**src/rtl/fetch_sequencer_pkg.sv**
```systemverilog
// Shared definitions for the multi-cycle fetch front end: FSM state
// encodings, the PC increment and the JAL offset field geometry.
package fetch_sequencer_pkg;

  typedef enum logic [2:0] {
    FS_FETCH  = 3'd0,
    FS_WAIT   = 3'd1,
    FS_DECODE = 3'd2,
    FS_EXEC   = 3'd3,
    FS_UPDATE = 3'd4,
    FS_HALT   = 3'd5
  } fs_state_e;

  localparam logic [31:0] PC_INC    = 32'd4;
  localparam int          JAL_OFF_W = 20;

  // The decoder hands over offset[20:1]; rebuild the byte offset with the
  // implicit zero LSB and sign-extend it to 32 bits.
  function automatic logic [31:0] jal_offset(input logic [JAL_OFF_W-1:0] field);
    return {{(32-JAL_OFF_W-1){field[JAL_OFF_W-1]}}, field, 1'b0};
  endfunction

endpackage

```
**src/rtl/fetch_sequencer_pc_next_calc.sv**
```systemverilog
// Next-PC computation: sequential +4 or PC-relative JAL target.
// Arithmetic is modulo 2^32; misaligned targets are passed through untouched.
module fetch_sequencer_pc_next_calc
  import fetch_sequencer_pkg::*;
(
  input  logic [31:0]          pc,
  input  logic                 ins_jal,
  input  logic [JAL_OFF_W-1:0] jal_field,
  output logic [31:0]          pc_next
);

  // Select between fall-through and jump target.
  always_comb begin
    if (ins_jal) pc_next = pc + jal_offset(jal_field);
    else         pc_next = pc + PC_INC;
  end

endmodule

```
**src/rtl/fetch_sequencer.sv**
```systemverilog
// Multi-cycle instruction front end. Fetches one word over a req/ready
// handshake into the instruction register, lets the external decoder settle,
// strobes exec_en for the number of steps the decoder asks for, then moves
// the PC on. Exactly one instruction is in flight at any time.
module fetch_sequencer
  import fetch_sequencer_pkg::*;
#(
  parameter logic [31:0] RESET_PC      = 32'h0000_0000,
  parameter int          FETCH_TIMEOUT = 16
) (
  input  logic        clk,
  input  logic        rst_n,
  output logic        imem_req,
  output logic [31:0] imem_addr,
  input  logic        imem_ready,
  input  logic [31:0] imem_rdata,
  output logic [31:0] instruction,
  input  logic [1:0]  cnt_set,
  input  logic        ins_JAL,
  input  logic [31:0] IM,
  output logic        exec_en,
  output logic [1:0]  exec_step,
  output logic [31:0] pc,
  output logic        illegal_insn,
  output logic        fetch_err
);

  localparam int WAIT_W = (FETCH_TIMEOUT > 1) ? $clog2(FETCH_TIMEOUT) : 1;
  localparam logic [WAIT_W-1:0] WAIT_LAST = WAIT_W'(FETCH_TIMEOUT - 1);

  fs_state_e         state;
  fs_state_e         state_next;
  logic [WAIT_W-1:0] wait_cnt;
  logic [1:0]        n_lat;
  logic [1:0]        step;
  logic [31:0]       pc_next;
  logic              load_ir;
  logic              set_err;

  // Only the JAL offset field of the immediate is meaningful here.
  logic unused_im;
  assign unused_im = ^IM[31:JAL_OFF_W];

  fetch_sequencer_pc_next_calc u_pc_next (
    .pc        (pc),
    .ins_jal   (ins_JAL),
    .jal_field (IM[JAL_OFF_W-1:0]),
    .pc_next   (pc_next)
  );

  assign imem_addr    = pc;
  assign exec_en      = (state == FS_EXEC);
  assign exec_step    = step;
  assign illegal_insn = (state == FS_DECODE) && (cnt_set == 2'd0);

  // State register.
  // NOTE: sequential state is assigned with <= so every flop samples the
  // pre-edge values; blocking = here would create order-dependent races.
  always_ff @(posedge clk or negedge rst_n) begin
    if (!rst_n) state <= FS_FETCH;
    else        state <= state_next;
  end

  // Next-state decode plus the WAIT-state data/error strobes.
  // NOTE: every signal gets a default before the case so no path leaves a
  // value unassigned, which would otherwise infer a latch.
  always_comb begin
    state_next = state;
    load_ir    = 1'b0;
    set_err    = 1'b0;
    case (state)
      FS_FETCH:  state_next = FS_WAIT;
      FS_WAIT: begin
        // Ready on the last permitted cycle still wins over the timeout.
        if (imem_ready) begin
          load_ir    = 1'b1;
          state_next = FS_DECODE;
        end else if (wait_cnt == WAIT_LAST) begin
          set_err    = 1'b1;
          state_next = FS_HALT;
        end
      end
      FS_DECODE: state_next = (cnt_set == 2'd0) ? FS_UPDATE : FS_EXEC;
      FS_EXEC:   if (step == n_lat - 2'd1) state_next = FS_UPDATE;
      FS_UPDATE: state_next = FS_FETCH;
      FS_HALT:   state_next = FS_HALT;
      default:   state_next = FS_FETCH;
    endcase
  end

  // Datapath registers: PC, instruction register, request, counters, error.
  // NOTE: the instruction register is a plain flop, not a memory array, so it
  // is reset along with the rest of the state.
  always_ff @(posedge clk or negedge rst_n) begin
    if (!rst_n) begin
      pc          <= RESET_PC;
      instruction <= 32'd0;
      imem_req    <= 1'b0;
      wait_cnt    <= '0;
      n_lat       <= 2'd0;
      step        <= 2'd0;
      fetch_err   <= 1'b0;
    end else begin
      case (state)
        FS_FETCH: begin
          imem_req <= 1'b1;
          wait_cnt <= '0;
        end
        FS_WAIT: begin
          if (load_ir) begin
            instruction <= imem_rdata;
            imem_req    <= 1'b0;
          end else if (set_err) begin
            fetch_err <= 1'b1;
            imem_req  <= 1'b0;
          end else begin
            wait_cnt <= wait_cnt + 1'b1;
          end
        end
        FS_DECODE: begin
          n_lat <= cnt_set;
          step  <= 2'd0;
        end
        FS_EXEC: begin
          if (state_next == FS_EXEC) step <= step + 2'd1;
        end
        FS_UPDATE: pc <= pc_next;
        default: ;
      endcase
    end
  end

endmodule

```
**config.mk**
```make
export PLATFORM = sky130hd
export DESIGN_NAME = fetch_sequencer
export DESIGN_NICKNAME = d
export VERILOG_FILES = /design/src/rtl/fetch_sequencer_pkg.sv /design/src/rtl/fetch_sequencer_pc_next_calc.sv /design/src/rtl/fetch_sequencer.sv
export SDC_FILE = /design/constraint.sdc
export NUM_CORES = 1
export LEC_CHECK = 0
export CAP_MARGIN = 20
export CORE_MARGIN = 3
export CORE_UTILIZATION = 43
export DETAILED_ROUTE_END_ITERATION = 10
export GPL_ROUTABILITY_DRIVEN = 0
export PLACE_DENSITY = 0.87
export REMOVE_ABC_BUFFERS = 1
export SETUP_SLACK_MARGIN = 0.15
export SYNTH_ARGS = -nofsm -noshare
export SYNTH_HDL_FRONTEND = slang
export SYNTH_SLANG_ARGS = --single-unit
```
**constraint.sdc**
```tcl
create_clock -name clk -period 2.75 [get_ports clk]
set_input_delay 0.6875 -clock clk [delete_from_list [all_inputs] [get_ports clk]]
set_output_delay 0.6875 -clock clk [all_outputs]
set_load 0.1 [all_outputs]
```
* Word level (Yosys, flattened, before mapping)
Cells that the tools add are included.
** Operators by class
- Bitwise operators :: 1
- Reduce and logical (&&, ||, !) cells :: 10
- Multiplexer cells :: 19
- Add/subtract/negate cells :: 5
- Eq/ne operators :: 12
** Operators with widths (count)
- adder 32 x 3 -> 32 bit (second input constant) :: 1
- adder 32 bit :: 1
- two-way mux 32 bit :: 1
- one-hot mux 3 bit (5 select lines) :: 1
- two-way mux 3 bit :: 4
- == test 3 x 2 -> 1 bit (second input constant) :: 3
- two-way mux 4 bit :: 2
- one-hot mux 4 bit (2 select lines) :: 1
- two-way mux 1 bit :: 7
- == test 3 bit (second input constant) :: 2
- AND reduction 2 bit :: 3
- AND reduction 3 bit :: 2
- adder 4 x 1 -> 4 bit (second input constant) :: 1
- == test 4 bit (second input constant) :: 1
- != test 2 bit (second input constant) :: 2
- one-hot mux 2 bit (2 select lines) :: 1
- nonzero test 2 bit :: 2
- == test 3 x 1 -> 1 bit (second input constant) :: 1
- logical NOT 3 bit :: 1
- != test 3 bit (second input constant) :: 1
- adder 2 x 1 -> 2 bit (second input constant) :: 1
- == test 2 bit :: 1
- logical NOT 2 bit :: 1
- two-way mux 2 bit :: 1
- other kinds (5) :: 5
** Word-level totals
- Word-level logic and storage cells :: 55
- Input bits :: 70
- Output and inout port bits :: 102
- Flip-flop bits (word level) :: 77

* Longest topological paths before layout
- Depth after elaboration :: 7
- Mapped depth :: 12
- Depth with buffers taken out :: 12

* Cells and area by module
From an unflattened synthesis, not the netlist that was laid out.
** Second synthesis, totals
- Cells, all modules :: 634
- Area total of the unflattened synthesis :: 6074.6 µm²
** By module, submodules not included
- fetch_sequencer :: times used 1, cells an instance 243, area an instance 3357.0 µm², seq. area each 1926.8 µm²
- fetch_sequencer_pc_next_calc :: times used 1, cells an instance 391, area an instance 2717.6 µm², seq. area each 0.0 µm²

* Least setup slack after synthesis
OpenSTA, ideal clock, no wires.
- Path kind :: reg2out
- Start point :: register state[2]
- End point :: output port illegal_insn
- Required time :: 2.062 ns
- Arrival time :: 3.717 ns
- Buffers on the path :: 2
- Stages on the path, launching flop included :: 5
- Path slack :: -1.655 ns
- Cell sequence :: dfrtp_1 > clkbuf_1 > nand2b_1 > clkbuf_1 > nor4_1
** Between the ends
- Longest elaborated chain between the ends :: 2
** Ends and longest elaborated chain
- from (decl) :: line fetch_sequencer.sv:31 : fs_state_e state;
- from (signal assigned) :: line fetch_sequencer.sv:61 : else state <= state_next;
- == test 3 x 2 -> 1 bit :: line fetch_sequencer.sv:54 : assign illegal_insn = (state == FS_DECODE) && (cnt_set == 2'd0);
- logical AND 1 bit :: line fetch_sequencer.sv:54
- to (decl) :: line fetch_sequencer.sv:24 : output logic illegal_insn,
No other way between the ends.

* Final worst setup path
- Start point :: input port IM[19]
- End point :: register pc[31] (netlist: imem_addr[31])
** Between the ends
- Longest elaborated chain between the ends :: 2
** Ends and longest elaborated chain
- from (decl) :: line fetch_sequencer.sv:20 : input logic [31:0] IM,
- adder 32 bit :: line fetch_sequencer_pc_next_calc.sv:14 : if (ins_jal) pc_next = pc + jal_offset(jal_field);
- two-way mux 32 bit :: line fetch_sequencer_pc_next_calc.sv:14
- to (signal assigned) :: line fetch_sequencer.sv:127 : FS_UPDATE: pc <= pc_next;
- to (decl) :: line fetch_sequencer.sv:23 : output logic [31:0] pc,
No other way between the ends.
A chain may end at the register's enable or synchronous reset.

==> impl_metrics.yaml <==
setup_path:
  end_kind: "flip-flop"
  required_ns: 2.99
  cp.arrival_ns: 3.08
  crit_type: "primary input to flip-flop"
  start_kind: "primary input"
  worstPathMaxFanout: 6
global_route:
  antenna_found_initial: 1
  grt_start_max_net_pins: 77
  grtUsageTotal: 0.263
  grt_pass1_vias: 6110
  globalRoute.totalOverflow: 0
  grt_pass1_wl_um: 30600
sta:
  period_minus_slack_ns: 2.84
  setup_violations: 5
  min_period_over_period: 1.03
  tightest_slew_ns: 0.672
  clock_skew_ns: 0.00605
  slew_viol_final: 0
  hold_viol: 0
  relSlewSlack: 0.552
  timing.final.ws_setup_ns: -0.0860
  fmax_ghz: 0.353
  rsz0062_at_grt: "true"
logic_synthesis:
  synth_top_area_cell: "dfrtp_1"
  synthDistinctLibCells: 60
  ys_seq_area_frac: 0.342
  syn_area_um2: 5570
  yosys-top-cells-count: "dfrtp_1, nor2_1, a21oi_1"
  synth-main-ff-cell: "dfrtp_1"
  synth_most_common_cell: "dfrtp_1"
  synth_top_area_frac: 0.342
  async_flop_share: 1.00
  avgSynthCellArea_um2: 8.61
  synth_area_leaders: "dfrtp_1, mux2_2, ha_1"
  synth_edf_count: 0
  yosysWarnings: 0
  ys_ff_latch: 76
  synth_cells: 647
die:
  io_pins: 172
  coreArea_um2: 12300
  die_height_um: 120
  die_area_um2: 14300
  dieWidth_um: 120
  initial_utilization: 0.452
  rows: 40
cells_and_area:
  final_nets: 1007
  drive_above_1_share: 0.440
  num_antenna_cells: 0
  area_growth_pct: 59.4
  final_area_um2: 8880
drt:
  routed-via-count: 6380
  routedWlPerCell_um: 19.3
  viasPerCell: 5.92
  wl_um: 20700
  drc_errors: 0
  drtPass1Iterations: 7
  dr.first_iter.drc_count: 678
  ant_nets: 0
placement:
  dpl.hpwl_um: 12600
  dpl_cell_area_um2: 7680
  port_buffers: 157
run:
  cap_viol_max_count: 0
clock_network:
  cts_buffer_depth: 2
  clkSinkCount: 76
  cts_made_buffers: 9
  cts_tree: "done"
  htreeDepth: 3
  root_buffer: "clkbuf_16"
  hold_buffers: 0
  path_clk_slew_ns: 0.06
  clock_latency_ns: 0.35
outcome:
  status: "complete, but fails checks"
  violations: "negative setup slack"
hold_path:
  hold_class: "primary input to asynchronous set/reset pin"
-- worst max-delay path: stages --
cell	delay (ns)
dlygate4sd2_1	0.24
buf_6	0.13
buf_4	0.13
ha_1	0.30
buf_4	0.19
a21oi_1	0.16
o211ai_1	0.16
nor2_2	0.26
o21bai_4	0.11
buf_4	0.14
buf_4	0.13
mux2i_2	0.16
a2111oi_4	0.27
-- per-stage QoR --
step	instances	hold WS (ns)	util	worst slack (ns)	TNS (ns)
finish	1077	0.362	0.721	-0.0860	-0.304
detailed placement	1033	0.466	0.623	-1.17	-15.22
floorplan	591	0.392	-	-1.94	-87.64
CTS	1065	0.383	0.697	0.0228	0
global route	1077	0.391	0.721	-0.148	-0.673
global placement	1033	0.455	0.623	-1.02	-13.36
-- routing by layer --
metal  part of all wire  wire [µm]  vias to the layer above  global-route usage
met2               0.48      10000                      436               0.441
li1                   -          -                     2851                   -
met4              0.058       1200                        2               0.122
met5            0.00063         13                        -                   0
met1               0.37       7580                     2974               0.320
met3              0.093       1930                      117              0.0622
-- worst paths after layout --
path | from | end | slack, ns | depth (start not counted)
max | IM[19] | imem_addr[31]$_DFFE_PN0N_ | -0.09 | 13
min | rst_n | instruction[18]$_DFFE_PN0P_ | 0.36 | 2
max reg2reg | imem_addr[1]$_DFFE_PN0P_ | imem_addr[21]$_DFFE_PN0N_ | -0.07 | 14
min reg2reg | fetch_err$_DFFE_PN0P_ | fetch_err$_DFFE_PN0P_ | 0.49 | 1
max in group asynchronous | rst_n | imem_addr[11]$_DFFE_PN0N_ | 2.07 | 2
min in group clk | fetch_err$_DFFE_PN0P_ | fetch_err$_DFFE_PN0P_ | 0.49 | 1
-- final cells by class --
| class | count | area, µm² |
|---|---|---|
| timing repair buffer | 302 | 2430 |
| sequential | 76 | 1900 |
| clock inverter | 6 | 113 |
| clock buffer | 10 | 229 |
| tap | 168 | 210 |
| fill | 833 | 3440 |
| inverter | 12 | 45.0 |
| multi-input combinational | 503 | 3950 |
-- sequential cells by signal (all words and copies together), names as in the netlist --
name / flops
instruction: 32
imem_addr: 31
wait_cnt: 4
state: 3
exec_step: 2
n_lat: 2
fetch_err: 1
imem_req: 1
-- cells by family after synthesis --
group	share of synthesized area
AOI/OAI and AO/OA	0.219
xor gates and xnor gates	0.0393
adders and majority gates	0.0755
buffers and inverters	0.0694
DFF	0.342
muxes	0.0800
other	0.000674
and+or+nand+nor	0.174
-- what timing repair did --
item / CTS / global route
endpoints found under the setup margin: 23 / 18
pin swaps: 49 / 51
hold endpoints to repair: 0 / 0
gates cloned: 0 / 0
buffers inserted: 16 / 12
gates resized for setup: 128 / 59
-- cell usage in the layout, fill, tap and decap left out, types with 14 or more instances in the layout --
cell type          n
buf_4            231
dfrtp_1           76
nor2_1            65
a21oi_1           50
nand2_1           46
o21ai_0           39
clkdlybuf4s50_1   36
mux2_2            34
nand3_1           20
ha_4              19
a21o_1            18
nor3_1            18
buf_6             14
Power is left out: the tool's default activity adds up to more than one toggle a clock period on the data nets, which glitch-free logic cannot reach.
